**config.mk**
```make
export PLATFORM = sky130hd
export DESIGN_NAME = mem_port_arbiter_flat
export DESIGN_NICKNAME = d
export VERILOG_FILES = /design/src/rtl/mem_port_arbiter_pkg.sv /design/src/rtl/mem_port_arbiter_if.sv /design/src/rtl/mem_port_arbiter_starve_cnt.sv /design/src/rtl/mem_port_arbiter.sv /design/src/flat_wrapper.sv
export SDC_FILE = /design/constraint.sdc
export NUM_CORES = 1
export LEC_CHECK = 0
export CAP_MARGIN = 15
export CORE_AREA = 2 2 120 122
export CTS_BUF_LIST = sky130_fd_sc_hd__clkbuf_4 sky130_fd_sc_hd__clkbuf_8
export DETAILED_ROUTE_END_ITERATION = 7
export DIE_AREA = 0 0 122 124
export PLACE_DENSITY_LB_ADDON = 0.05
export SYNTH_ARGS = -nofsm -noshare
export SYNTH_HDL_FRONTEND = slang
export SYNTH_HIERARCHICAL = 1
export SYNTH_SLANG_ARGS = --single-unit
```
**constraint.sdc**
```tcl
create_clock -name clk -period 3.3 [get_ports clk]
set_input_delay 0.495 -clock clk [delete_from_list [all_inputs] [get_ports clk]]
set_output_delay 0.495 -clock clk [all_outputs]
set_load 0.03 [all_outputs]
```
**src/rtl/mem_port_arbiter_pkg.sv**
```systemverilog
// mem_arb_pkg - shared types for the unified-memory port arbiter:
// FSM state encoding, requester-select codes, strobe constant and the
// fixed-priority pick function (store > load > fetch, optional fetch force).
package mem_arb_pkg;

    typedef enum logic [1:0] {
        IDLE   = 2'd0,
        GNT_WR = 2'd1,
        GNT_RD = 2'd2,
        GNT_IF = 2'd3
    } arb_state_e;

    typedef enum logic [1:0] {
        SEL_NONE = 2'd0,
        SEL_WR   = 2'd1,
        SEL_RD   = 2'd2,
        SEL_IF   = 2'd3
    } req_sel_e;

    localparam logic [3:0] STRB_NONE = 4'b0000;

    // The WB store is older than the load, so it goes first; this keeps
    // store-then-load ordering to the same address. force_if lets a
    // starved fetch jump the queue.
    function automatic req_sel_e arb_pick(input logic wr_req,
                                          input logic rd_req,
                                          input logic if_req,
                                          input logic force_if);
        req_sel_e sel;
        if (force_if && if_req) begin
            sel = SEL_IF;
        end else if (wr_req) begin
            sel = SEL_WR;
        end else if (rd_req) begin
            sel = SEL_RD;
        end else if (if_req) begin
            sel = SEL_IF;
        end else begin
            sel = SEL_NONE;
        end
        return sel;
    endfunction

endpackage

```
**src/rtl/mem_port_arbiter_if.sv**
```systemverilog
// mem_port_arbiter_if - pipeline request side and memory side of the
// arbiter. slave = arbiter view, master = pipeline + memory environment.
interface mem_port_arbiter_if;
    logic        inst_req;
    logic [31:0] inst_addr;
    logic        inst_valid;
    logic [31:0] inst_rdata;
    logic        dmem_read_ready;
    logic [31:0] dmem_read_address;
    logic        dmem_write_ready;
    logic [31:0] dmem_write_address;
    logic [31:0] dmem_write_data;
    logic [3:0]  dmem_write_byte;
    logic        dmem_read_valid;
    logic [31:0] dmem_read_data;
    logic        dmem_write_done;
    logic        dmem_stall;
    logic        mem_req;
    logic        mem_we;
    logic [31:0] mem_addr;
    logic [31:0] mem_wdata;
    logic [3:0]  mem_wstrb;
    logic        mem_ready;
    logic [31:0] mem_rdata;

    modport slave (
        input  inst_req, inst_addr,
        input  dmem_read_ready, dmem_read_address,
        input  dmem_write_ready, dmem_write_address, dmem_write_data, dmem_write_byte,
        input  mem_ready, mem_rdata,
        output inst_valid, inst_rdata,
        output dmem_read_valid, dmem_read_data, dmem_write_done, dmem_stall,
        output mem_req, mem_we, mem_addr, mem_wdata, mem_wstrb
    );

    modport master (
        output inst_req, inst_addr,
        output dmem_read_ready, dmem_read_address,
        output dmem_write_ready, dmem_write_address, dmem_write_data, dmem_write_byte,
        output mem_ready, mem_rdata,
        input  inst_valid, inst_rdata,
        input  dmem_read_valid, dmem_read_data, dmem_write_done, dmem_stall,
        input  mem_req, mem_we, mem_addr, mem_wdata, mem_wstrb
    );
endinterface

```
**src/rtl/mem_port_arbiter_starve_cnt.sv**
```systemverilog
// arb_starve_cnt - fetch starvation counter for the memory port arbiter.
// Only exists in builds with ARB_STARVE_GUARD_EN defined.
`ifdef ARB_STARVE_GUARD_EN
module arb_starve_cnt #(
    parameter int unsigned STARVE_LIMIT = 4
) (
    input  logic clk,
    input  logic reset,
    input  logic i_data_grant,
    input  logic i_fetch_grant,
    input  logic i_inst_req,
    output logic o_force_if
);
    localparam logic [2:0] LIMIT_W = 3'(STARVE_LIMIT);

    logic [2:0] r_cnt;

    // Count data grants that overtook a waiting fetch; saturate at 7, clear on fetch grant.
    always_ff @(posedge clk) begin
        if (!reset) begin
            r_cnt <= 3'd0;
        end else if (i_fetch_grant) begin
            r_cnt <= 3'd0;
        end else if (i_data_grant && i_inst_req && (r_cnt != 3'd7)) begin
            r_cnt <= r_cnt + 3'd1;
        end else begin
            r_cnt <= r_cnt;
        end
    end

    assign o_force_if = (r_cnt == LIMIT_W);
endmodule
`endif

```
**src/rtl/mem_port_arbiter.sv**
```systemverilog
// mem_port_arbiter - shares one single-ported memory between instruction
// fetch, loads and WB stores, one transaction at a time.
// Optional macro: ARB_STARVE_GUARD_EN (forces a fetch after STARVE_LIMIT
// data grants that overtook it).
module mem_port_arbiter
    import mem_arb_pkg::*;
#(
    parameter int unsigned STARVE_LIMIT = 4,
    parameter logic [31:0] RESET        = 32'h0000_0000
) (
    input  logic              clk,
    input  logic              reset,
    mem_port_arbiter_if.slave bus
);
    arb_state_e  r_state;
    arb_state_e  w_next_state;
    req_sel_e    w_sel;
    logic        w_force_if;
    logic        w_issue;
    logic        w_complete;
    logic        w_wr_done;
    logic        w_rd_done;
    logic        w_if_done;
    logic        w_issue_we;
    logic [31:0] w_issue_addr;
    logic [31:0] w_issue_wdata;
    logic [3:0]  w_issue_strb;

    logic        r_mem_req;
    logic        r_mem_we;
    logic [31:0] r_mem_addr;
    logic [31:0] r_mem_wdata;
    logic [3:0]  r_mem_wstrb;
    logic        r_inst_valid;
    logic [31:0] r_inst_rdata;
    logic        r_rd_valid;
    logic [31:0] r_rd_data;
    logic        r_wr_done;

`ifdef ARB_STARVE_GUARD_EN
    arb_starve_cnt #(.STARVE_LIMIT(STARVE_LIMIT)) u_starve_cnt (
        .clk           (clk),
        .reset         (reset),
        .i_data_grant  (w_issue && (w_sel != SEL_IF)),
        .i_fetch_grant (w_issue && (w_sel == SEL_IF)),
        .i_inst_req    (bus.inst_req),
        .o_force_if    (w_force_if)
    );
`else
    // No guard: fetch never jumps the queue; the limit stays referenced so
    // both builds share one parameter list.
    assign w_force_if = 1'b0 & (STARVE_LIMIT != 0);
`endif

    assign w_sel = arb_pick(bus.dmem_write_ready, bus.dmem_read_ready, bus.inst_req, w_force_if);

    // FSM state register.
    always_ff @(posedge clk) begin
        if (!reset) begin
            r_state <= IDLE;
        end else begin
            r_state <= w_next_state;
        end
    end

    // FSM next state: arbitrate only in IDLE, return to IDLE on mem_ready.
    always_comb begin
        w_next_state = r_state;
        case (r_state)
            IDLE: begin
                case (w_sel)
                    SEL_WR:  w_next_state = GNT_WR;
                    SEL_RD:  w_next_state = GNT_RD;
                    SEL_IF:  w_next_state = GNT_IF;
                    default: w_next_state = IDLE;
                endcase
            end
            GNT_WR, GNT_RD, GNT_IF: begin
                if (bus.mem_ready) begin
                    w_next_state = IDLE;
                end else begin
                    w_next_state = r_state;
                end
            end
            default: w_next_state = IDLE;
        endcase
    end

    // FSM outputs: issue/complete strobes and the winning requester's fields.
    always_comb begin
        w_issue       = 1'b0;
        w_complete    = 1'b0;
        w_wr_done     = 1'b0;
        w_rd_done     = 1'b0;
        w_if_done     = 1'b0;
        w_issue_we    = 1'b0;
        w_issue_addr  = 32'h0000_0000;
        w_issue_wdata = 32'h0000_0000;
        w_issue_strb  = STRB_NONE;
        if (r_state == IDLE) begin
            w_issue = (w_sel != SEL_NONE);
        end else begin
            w_complete = bus.mem_ready;
        end
        case (r_state)
            GNT_WR:  w_wr_done = bus.mem_ready;
            GNT_RD:  w_rd_done = bus.mem_ready;
            GNT_IF:  w_if_done = bus.mem_ready;
            default: w_wr_done = 1'b0;
        endcase
        case (w_sel)
            SEL_WR: begin
                w_issue_we    = 1'b1;
                w_issue_addr  = bus.dmem_write_address;
                w_issue_wdata = bus.dmem_write_data;
                w_issue_strb  = bus.dmem_write_byte;
            end
            SEL_RD:  w_issue_addr = bus.dmem_read_address;
            SEL_IF:  w_issue_addr = bus.inst_addr;
            default: w_issue_addr = 32'h0000_0000;
        endcase
    end

    // Registered memory request, return data and one-cycle completion pulses.
    always_ff @(posedge clk) begin
        if (!reset) begin
            r_mem_req    <= 1'b0;
            r_mem_we     <= 1'b0;
            r_mem_addr   <= 32'h0000_0000;
            r_mem_wdata  <= 32'h0000_0000;
            r_mem_wstrb  <= STRB_NONE;
            r_inst_valid <= 1'b0;
            r_inst_rdata <= RESET;
            r_rd_valid   <= 1'b0;
            r_rd_data    <= 32'h0000_0000;
            r_wr_done    <= 1'b0;
        end else begin
            r_inst_valid <= w_if_done;
            r_rd_valid   <= w_rd_done;
            r_wr_done    <= w_wr_done;
            if (w_issue) begin
                r_mem_req   <= 1'b1;
                r_mem_we    <= w_issue_we;
                r_mem_addr  <= w_issue_addr;
                r_mem_wdata <= w_issue_wdata;
                r_mem_wstrb <= w_issue_strb;
            end else if (w_complete) begin
                r_mem_req   <= 1'b0;
            end
            if (w_rd_done) begin
                r_rd_data <= bus.mem_rdata;
            end
            if (w_if_done) begin
                r_inst_rdata <= bus.mem_rdata;
            end
        end
    end

    assign bus.mem_req         = r_mem_req;
    assign bus.mem_we          = r_mem_we;
    assign bus.mem_addr        = r_mem_addr;
    assign bus.mem_wdata       = r_mem_wdata;
    assign bus.mem_wstrb       = r_mem_wstrb;
    assign bus.inst_valid      = r_inst_valid;
    assign bus.inst_rdata      = r_inst_rdata;
    assign bus.dmem_read_valid = r_rd_valid;
    assign bus.dmem_read_data  = r_rd_data;
    assign bus.dmem_write_done = r_wr_done;
    // A side stalls while it requests and its completion pulse is not out this cycle.
    assign bus.dmem_stall = (bus.dmem_read_ready  & ~r_rd_valid) |
                            (bus.dmem_write_ready & ~r_wr_done);
endmodule

```
**src/flat_wrapper.sv**
```systemverilog
// flat-port wrapper written by rule: the top's interface ports become plain ports
module mem_port_arbiter_flat import mem_arb_pkg::*;
#(
    parameter int unsigned STARVE_LIMIT = 4,
    parameter logic [31:0] RESET        = 32'h0000_0000
)
  (clk, reset, bus_inst_req, bus_inst_addr, bus_dmem_read_ready, bus_dmem_read_address, bus_dmem_write_ready, bus_dmem_write_address, bus_dmem_write_data, bus_dmem_write_byte, bus_mem_ready, bus_mem_rdata, bus_inst_valid, bus_inst_rdata, bus_dmem_read_valid, bus_dmem_read_data, bus_dmem_write_done, bus_dmem_stall, bus_mem_req, bus_mem_we, bus_mem_addr, bus_mem_wdata, bus_mem_wstrb);
  mem_port_arbiter_if bus_i ();
  input  logic clk;
  input  logic reset;
  input wire logic [$bits(bus_i.inst_req)-1:0] bus_inst_req;
  input wire logic [$bits(bus_i.inst_addr)-1:0] bus_inst_addr;
  input wire logic [$bits(bus_i.dmem_read_ready)-1:0] bus_dmem_read_ready;
  input wire logic [$bits(bus_i.dmem_read_address)-1:0] bus_dmem_read_address;
  input wire logic [$bits(bus_i.dmem_write_ready)-1:0] bus_dmem_write_ready;
  input wire logic [$bits(bus_i.dmem_write_address)-1:0] bus_dmem_write_address;
  input wire logic [$bits(bus_i.dmem_write_data)-1:0] bus_dmem_write_data;
  input wire logic [$bits(bus_i.dmem_write_byte)-1:0] bus_dmem_write_byte;
  input wire logic [$bits(bus_i.mem_ready)-1:0] bus_mem_ready;
  input wire logic [$bits(bus_i.mem_rdata)-1:0] bus_mem_rdata;
  output wire logic [$bits(bus_i.inst_valid)-1:0] bus_inst_valid;
  output wire logic [$bits(bus_i.inst_rdata)-1:0] bus_inst_rdata;
  output wire logic [$bits(bus_i.dmem_read_valid)-1:0] bus_dmem_read_valid;
  output wire logic [$bits(bus_i.dmem_read_data)-1:0] bus_dmem_read_data;
  output wire logic [$bits(bus_i.dmem_write_done)-1:0] bus_dmem_write_done;
  output wire logic [$bits(bus_i.dmem_stall)-1:0] bus_dmem_stall;
  output wire logic [$bits(bus_i.mem_req)-1:0] bus_mem_req;
  output wire logic [$bits(bus_i.mem_we)-1:0] bus_mem_we;
  output wire logic [$bits(bus_i.mem_addr)-1:0] bus_mem_addr;
  output wire logic [$bits(bus_i.mem_wdata)-1:0] bus_mem_wdata;
  output wire logic [$bits(bus_i.mem_wstrb)-1:0] bus_mem_wstrb;
  assign bus_i.inst_req = bus_inst_req;
  assign bus_i.inst_addr = bus_inst_addr;
  assign bus_i.dmem_read_ready = bus_dmem_read_ready;
  assign bus_i.dmem_read_address = bus_dmem_read_address;
  assign bus_i.dmem_write_ready = bus_dmem_write_ready;
  assign bus_i.dmem_write_address = bus_dmem_write_address;
  assign bus_i.dmem_write_data = bus_dmem_write_data;
  assign bus_i.dmem_write_byte = bus_dmem_write_byte;
  assign bus_i.mem_ready = bus_mem_ready;
  assign bus_i.mem_rdata = bus_mem_rdata;
  assign bus_inst_valid = bus_i.inst_valid;
  assign bus_inst_rdata = bus_i.inst_rdata;
  assign bus_dmem_read_valid = bus_i.dmem_read_valid;
  assign bus_dmem_read_data = bus_i.dmem_read_data;
  assign bus_dmem_write_done = bus_i.dmem_write_done;
  assign bus_dmem_stall = bus_i.dmem_stall;
  assign bus_mem_req = bus_i.mem_req;
  assign bus_mem_we = bus_i.mem_we;
  assign bus_mem_addr = bus_i.mem_addr;
  assign bus_mem_wdata = bus_i.mem_wdata;
  assign bus_mem_wstrb = bus_i.mem_wstrb;
  mem_port_arbiter #(.STARVE_LIMIT(STARVE_LIMIT), .RESET(RESET)) u_core (.clk(clk), .reset(reset), .bus(bus_i));
endmodule
```
Word-level counts from Yosys, hierarchy flattened

Cells that the tools add are included.

Output and inout bits: 138
Input port bits: 170
Flip-flop bits (word level): 139
Word-level logic and storage cells: 44

Muxes and demuxes: 16
Eq/ne operators: 7
Bitwise operators: 5
Reductions and logical operators: 5

Operator list:

| operator             | count |
|---|---|
| $pmux W32 S3         | 1 |
| $mux W32             | 1 |
| $eq A2 B2 Y1 const B | 4 |
| $mux W2              | 4 |
| $mux W1              | 7 |
| $pmux W2 S3          | 1 |
| $eq A2 B1 Y1 const B | 2 |
| $mux W4              | 1 |
| $pmux W2 S2          | 1 |
| $reduce_bool A2 Y1   | 2 |
| $reduce_or A3 Y1     | 1 |
| $and A1 B1 Y1        | 2 |
| $logic_not A2 Y1     | 1 |
| $ne A2 B2 Y1 const B | 1 |
| $not A1 Y1           | 2 |
| $reduce_and A2 Y1    | 1 |
| $or A1 B1 Y1         | 1 |

Depth between registers and ports, before layout

Gate-level depths: netlist (run 1).

Depth in word-level cells: 6
Mapped depth: 7
Depth with buffers taken out: 4

Least setup slack after synthesis (run 1)

Ideal clock, no wire load.

Path kind: input-to-output
Start: input bus_dmem_read_ready
End: output bus_dmem_stall
Arrival time: 1.506 ns
Required time: 2.805 ns
Slack: 1.299 ns
Buffers on the path: 2
Stages on the path: 4
Cells stage by stage: buf_4 clkbuf_1 inv_1 o22ai_1

Cells in the longest elaborated chain, start to end: 2

RTL lines:

| what          | line                    | source |
|---|---|---|
| from (decl)   | flat_wrapper.sv:13      | `input wire logic [$bits(bus_i.dmem_read_ready)-1:0] bus_dmem_read_ready;` |
| $and A1 B1 Y1 | mem_port_arbiter.sv:170 | `assign bus.dmem_stall = (bus.dmem_read_ready & ~r_rd_valid) \|` |
| $or A1 B1 Y1  | mem_port_arbiter.sv:170 |  |
| to (decl)     | flat_wrapper.sv:26      | `output wire logic [$bits(bus_i.dmem_stall)-1:0] bus_dmem_stall;` |

Every way passes these cells.

Worst setup path after layout (run 1)

Start: input bus_dmem_write_ready
End: output bus_dmem_stall

Cells in the longest elaborated chain, start to end: 2

RTL lines:

| what          | line                    | source |
|---|---|---|
| from (decl)   | flat_wrapper.sv:15      | `input wire logic [$bits(bus_i.dmem_write_ready)-1:0] bus_dmem_write_ready;` |
| $and A1 B1 Y1 | mem_port_arbiter.sv:171 | `(bus.dmem_write_ready & ~r_wr_done);` |
| $or A1 B1 Y1  | mem_port_arbiter.sv:170 |  |

Every way passes these cells.

==> results.toml, run 1 <==
[run_status]
status = "finished, final reports clean"

[final_layout]
area_growth_pct = 63.4
fin_nets = 1033
drive_above_1_share_pct = 5.83
post-route-util_pct = 65.2

[synthesis]
synth_cell_types = 30
avgSynthCellArea_sq_um = 9.49
synth_most_common_cell = "nand2_1"
yosys-top-cells-area = "dfxtp_1 51%, nand2_1 11%, a21boi_1 7.0%"
yosysTopAreaCellShare_pct = 50.8
synth_area_sq_mm = 0.00548
synth_edf_count = 0
ys_top_cells_by_count = "159 x nand2_1, 139 x dfxtp_1, 51 x a21boi_1, 45 x a21boi_0, 36 x a22o_1"
ys_seq_area_share_pct = 50.8
yosysWarnings = 6
synth_seq_cells = 139
yosys_most_used_dff = "dfxtp_1"
synthCells = 577
syn_nets = 747
synth_top_area_cell = "dfxtp_1"
async_flop_share_pct = 0

[sta]
rsz0062_at_grt = "no"
fin_crit_sh_pct = 68.4
fin_crit_ps = 2260
hold_viol_final = 0
max-slew-margin-rel_pct = 53.3
tightest_slew_ps = 700
fin_ws_ps = 1040
setup_viol_count_final = 0
slew_viol_final = 0
fin_skew_ps = 12.8
setup-tns-final_ps = 0
max_freq_ghz = 0.443

[worst_hold_path]
min_path_type = "flop to flop"
hp-start = "u_core/bus.dmem_read_data[5]"
hold-path-cell-count = 2
hold_end = "u_core/bus.dmem_read_data[5]"

[clocking]
cts_resized = 0
htreeDepth = 4
clock-sinks = 139
cts_tree = "built"
root_buffer = "clkbuf_8"
postCtsSetupBuffers = 0
cts-hold-fix-buffers = 0
clock_latency_ps = 440
clk_transition_reported_paths_ps = 70
cts_max_path_buffers = 2
cts_buffers = 17

[critical_path]
r2r_slack_ps = 1490
path_max_fanout = 9
cp-start-kind = "input pin"
r2r.worst_path.cells = 4
r2r_end = "u_core/bus.mem_addr[9]"
worstPathRequired_ps = 2800
critPathKind = "input pin to output pin"
end_kind = "output pin"
arrival_ps = 1760
rr_startpoint = "u_core/r_state[0]"

[flow_run]
maxCapViolCount = 0

[floorplanning]
ioPinCount = 308
fp.dieArea_sq_mm = 0.0151
die_height_um = 124
rows = 43
start_util_pct = 39.9
core_area_sq_mm = 0.0137
die_w_um = 122

[place]
hpwlAfterDp_um = 13200
gp_congestion = 0.835
pre_cts_ws_ps = 908
port_buffers = 307

[pwr]
power.density_mw_per_mm2 = 444
ir_worst_vdd_mv = 0.225
p_leak_nw = 3.17

[global_routing]
grt_pass1_wl_um = 26900
grtUsageTotal_pct = 23.3
antenna_found_initial = 1
grt-ovfl-total = 0
grt_pass1_vias = 5184
grt_max_degree = 58

[route]
drt-total-wl_um = 18300
num_vias = 5430
avgViaCountPerCell = 5.14
wl_per_cell_um = 17.3
drtIter0Drc = 298
detail_route.drc_violations = 0
postRouteAntennaNets = 0
first_pass_iters = 5
==> cells in the final DEF (no fill, tap or decap) <==
cell | synthesis | final
nand3b_1 | 1 | 1
nor2b_1 | 2 | 1
and4_1 | 1 | 1
nor3b_4 | 1 | 1
a221o_1 | 31 | 31
a22o_1 | 36 | 36
nor2b_2 | 0 | 1
or2b_1 | 1 | 1
a21boi_0 | 45 | 45
clkbuf_4 | 0 | 3
buf_4 | 5 | 14
and2_1 | 4 | 4
nor2_4 | 1 | 1
a21oi_1 | 1 | 1
diode_2 | 0 | 1
clkbuf_8 | 0 | 22
nand2_1 | 159 | 159
nand3_1 | 1 | 1
buf_2 | 13 | 1
a31oi_1 | 1 | 1
and3_1 | 3 | 3
clkinvlp_4 | 0 | 3
o21ai_0 | 4 | 4
o211a_1 | 1 | 1
a22oi_1 | 1 | 1
o31a_2 | 1 | 1
o211ai_1 | 32 | 32
inv_1 | 3 | 3
clkinv_1 | 1 | 1
a21boi_1 | 51 | 51
o31ai_4 | 1 | 1
dfxtp_1 | 139 | 139
o22ai_1 | 2 | 2
clkinv_2 | 0 | 3
clkdlybuf4s50_1 | 0 | 305
==> per-stage QoR <==
step	hold WS, ps	power [mW]	cell area [sq um]	cells
floorplan	579	2.30	5480	577
global placement	439	2.74	8580	1024
detailed placement	445	2.76	8580	1024
CTS	454	4.01	8940	1055
global route	464	4.14	8940	1056
finish	452	3.98	8940	1056
==> cell type report <==
| type | instances | area [sq um] |
|---|---|---|
| Fill cell | 1184 | 4770 |
| Timing Repair Buffer | 320 | 3160 |
| Sequential cell | 139 | 2780 |
| Multi-Input combinational cell | 381 | 2390 |
| Clock buffer | 25 | 325 |
| Tap cell | 180 | 225 |
| Clock inverter | 6 | 37.5 |
| Inverter | 4 | 15.0 |
| Antenna cell | 1 | 2.50 |
==> worst max-delay path, cell delays in order <==
cell and delay [ps]:
clkdlybuf4s50_1 720, clkinv_1 160, o22ai_1 190, buf_4 200
==> logic make-up (layout without fill, tap and decap cells) <==
family	after synthesis	in the layout	synth area share, %
simple gates	174	174	13.0
compound gates	207	207	30.7
flops	139	139	50.8
other cells	0	1	0
buf+inv	57	355	5.51
==> report_power, final <==
| group | total, mW | switching [mW] | internal, mW |
|---|---|---|---|
| registers | 1.82 | 0.0530 | 1.77 |
| logic | 0.897 | 0.450 | 0.447 |
| clock network | 1.26 | 0.619 | 0.637 |
==> metal layers <==
metal | vias to the layer above | global-route usage [%] | wire, um
met1 | 2551 | 26.2 | 7210
met5 | - | 0 | 0
met2 | 234 | 40.9 | 9130
met3 | 26 | 7.55 | 1550
met4 | 0 | 9.34 | 420
li1 | 2619 | - | -
==> sequential cells by signal, indices dropped and copies added, names as in the netlist <==
register	cells
u_core/bus.dmem_read_data	32
u_core/bus.dmem_read_valid	1
u_core/bus.dmem_write_done	1
u_core/bus.inst_rdata	32
u_core/bus.inst_valid	1
u_core/bus.mem_addr	32
u_core/bus.mem_req	1
u_core/bus.mem_wdata	32
u_core/bus.mem_we	1
u_core/bus.mem_wstrb	4
u_core/r_state	2
==> worst max path at each step <==
stage | startpoint | slack [ps] | to | depth (start not counted)
2_1_floorplan | bus_dmem_read_ready | 1300 | bus_dmem_stall | 4
5_1_grt | bus_dmem_write_ready | 910 | bus_dmem_stall | 4
3_5_place_dp | bus_dmem_write_ready | 910 | u_core/bus.mem_addr[9] | 4
6_report | bus_dmem_write_ready | 1040 | bus_dmem_stall | 4
4_1_cts | bus_dmem_write_ready | 1020 | bus_dmem_stall | 4
3_3_place_gp | bus_dmem_write_ready | 980 | u_core/bus.mem_addr[27] | 4
Power figures use the tool's default switching activity.
==> inputs of run 2 (changes only) <==
- clock period: 3.3 -> 2.35 ns (I/O delays scaled with it)
==> run 2 against run 1 <==
Effect of this change: sequential share of layout area fell by 0.39 points; flip-flop and latch count stayed put; utilization rose by 0.83 points; die area did not move; global-route usage increased by 0.99 points; total power up 47%; largest cell class unchanged; highest routed layer unchanged.
==> results.toml, run 2 (same netlist as run 1, synthesis figures left out) <==
[critical_path]
cp_num_cells = 5
cp-start-kind = "input pin"
path_max_fanout = 36
cp-startpoint = "bus_dmem_read_ready"
crit_path_end = "u_core/bus.mem_addr[29]"
cp_slowest_cell = "o31a_2"
rr_startpoint = "u_core/r_state[0]"
critPathKind = "input pin to flop"
worstPathRequired_ps = 2690
arrival_ps = 2460
crit_buf_inv = 2
path_delay_family = "compound AO/OA/AOI/OAI gates"
r2r_slack_ps = 460
end_kind = "flop"
r2r.worst_path.cells = 4
cp_slowest_stage_delay_ps = 680
r2r_end = "u_core/bus.mem_addr[29]"
path_cells = "clkdlybuf4s50_1, buf_4, o31a_2, o211ai_1, a21boi_0"

[place]
port_buffers = 307
pre_cts_ws_ps = -184
hpwlAfterDp_um = 13700
gp_congestion = 0.846
place_area_sq_mm = 0.00864

[pwr]
p_comb_share_pct = 21.9
power.density_mw_per_mm2 = 646
seqPwrFrac_pct = 43.7
power.total_mw = 5.85
ir_worst_vdd_mv = 0.337
swShare_pct = 27.4
p_leak_nw = 3.22
netSwitchingPower_mw = 1.61
p_int_mw = 4.25
clkPwrFrac_pct = 34.4

[floorplanning]
core_area_sq_mm = 0.0137
start_util_pct = 39.9
ioPinCount = 308
rows = 43
fp.dieArea_sq_mm = 0.0151
die_w_um = 122
die_height_um = 124

[final_layout]
multi_input_area_sq_mm = 0.00239
fin_nets = 1037
post-route-util_pct = 66.0
n_antenna_cell = 0
fill_cells = 1171
layout.area.seq_sq_mm = 0.00278
drive_above_1_share_pct = 6.36
final_area_sq_mm = 0.00906
most-common-layout-cells = "305 x clkdlybuf4s50_1, 159 x nand2_1, 139 x dfxtp_1, 51 x a21boi_1, 45 x a21boi_0"
area_growth_pct = 65.4
final_common_cell = "clkdlybuf4s50_1"

[sta]
fin_ws_ps = 231
tightest_slew_ps = 809
max_freq_ghz = 0.472
setup-tns-final_ps = 0
max-slew-margin-rel_pct = 45.8
fin_crit_sh_pct = 90.2
fin_crit_ps = 2120
setup_viol_count_final = 0
fin_skew_ps = 9.69
slew_viol_final = 0
rsz0062_at_grt = "no"
hold_viol_final = 0

[clocking]
cts_tree = "built"
cts_buffers = 17
cts_max_path_buffers = 2
clock_latency_ps = 440
clock-sinks = 139
clk_transition_reported_paths_ps = 80
cts-hold-fix-buffers = 0
cts_resized = 0
postCtsSetupBuffers = 0
htreeDepth = 4
root_buffer = "clkbuf_8"

[route]
avgViaCountPerCell = 5.14
postRouteAntennaNets = 0
num_vias = 5445
drtIter0Drc = 311
wl_per_cell_um = 17.5
detail_route.drc_violations = 0
drt-total-wl_um = 18600
first_pass_iters = 4

[global_routing]
grt_pass1_wl_um = 28200
grt-ovfl-total = 0
grtUsageTotal_pct = 24.3
grt_pass1_vias = 5457
grt_max_degree = 48
antenna_found_initial = 0

[flow_run]
maxCapViolCount = 0

[worst_hold_path]
min_path_type = "input pin to flop"

[run_status]
status = "finished, final reports clean"
==> run 2: cell types whose count changed in the layout (fill, tap and decap cells not counted) <==
cell	before	now
buf_4	14	15
diode_2	1	0
clkbuf_8	22	20
buf_6	0	1
clkinv_2	3	5
clkbuf_4	3	0
buf_12	0	2
clkinvlp_4	3	4
bufinv_16	0	3
==> run 2: power by group through the flow <==
stage	sequential (mW)	clock, mW	combinational (mW)
2_1_floorplan	2.85	0	0.380
5_1_grt	2.58	2.18	1.36
3_5_place_dp	2.61	0	1.28
6_report	2.56	2.01	1.28
4_1_cts	2.56	2.07	1.28
3_3_place_gp	2.61	0	1.26
==> run 2: worst min path at each step <==
stage	start	depth (start not counted)	endpoint	slack, ps
after floorplan	bus_dmem_write_data[10]	1	u_core/bus.mem_wdata[10]	490
after global placement	u_core/bus.inst_rdata[7]	2	u_core/bus.inst_rdata[7]	440
after detailed placement	u_core/bus.inst_rdata[17]	2	u_core/bus.inst_rdata[17]	450
after CTS	reset	2	u_core/bus.mem_addr[25]	380
after global routing	reset	2	u_core/bus.mem_addr[0]	410
final	reset	2	u_core/bus.mem_addr[30]	390
==> run 2: layout make-up <==
cell class                 instances  area share [%]
tap                              180            2.49
inverter                           4           0.166
multi-input combinational        381            26.4
timing repair buffer             324            35.6
sequential                       139            30.7
clock inverter                    12            1.60
clock buffer                      20            3.04
==> run 2: routing by layer <==
metal  wire (um)  global-route usage [%]  vias to the layer above
met1        7080                    26.8                     2505
met4         772                    14.1                        0
met3        1570                    7.28                       51
li1            -                       -                     2631
met2        9180                    41.5                      258
met5           0                       0                        -
==> run 2: per-stage QoR <==
stage	hold slack, ps	cells
3_3_place_gp	439	1027
2_1_floorplan	485	577
6_report	394	1060
4_1_cts	379	1060
3_5_place_dp	446	1028
5_1_grt	406	1060
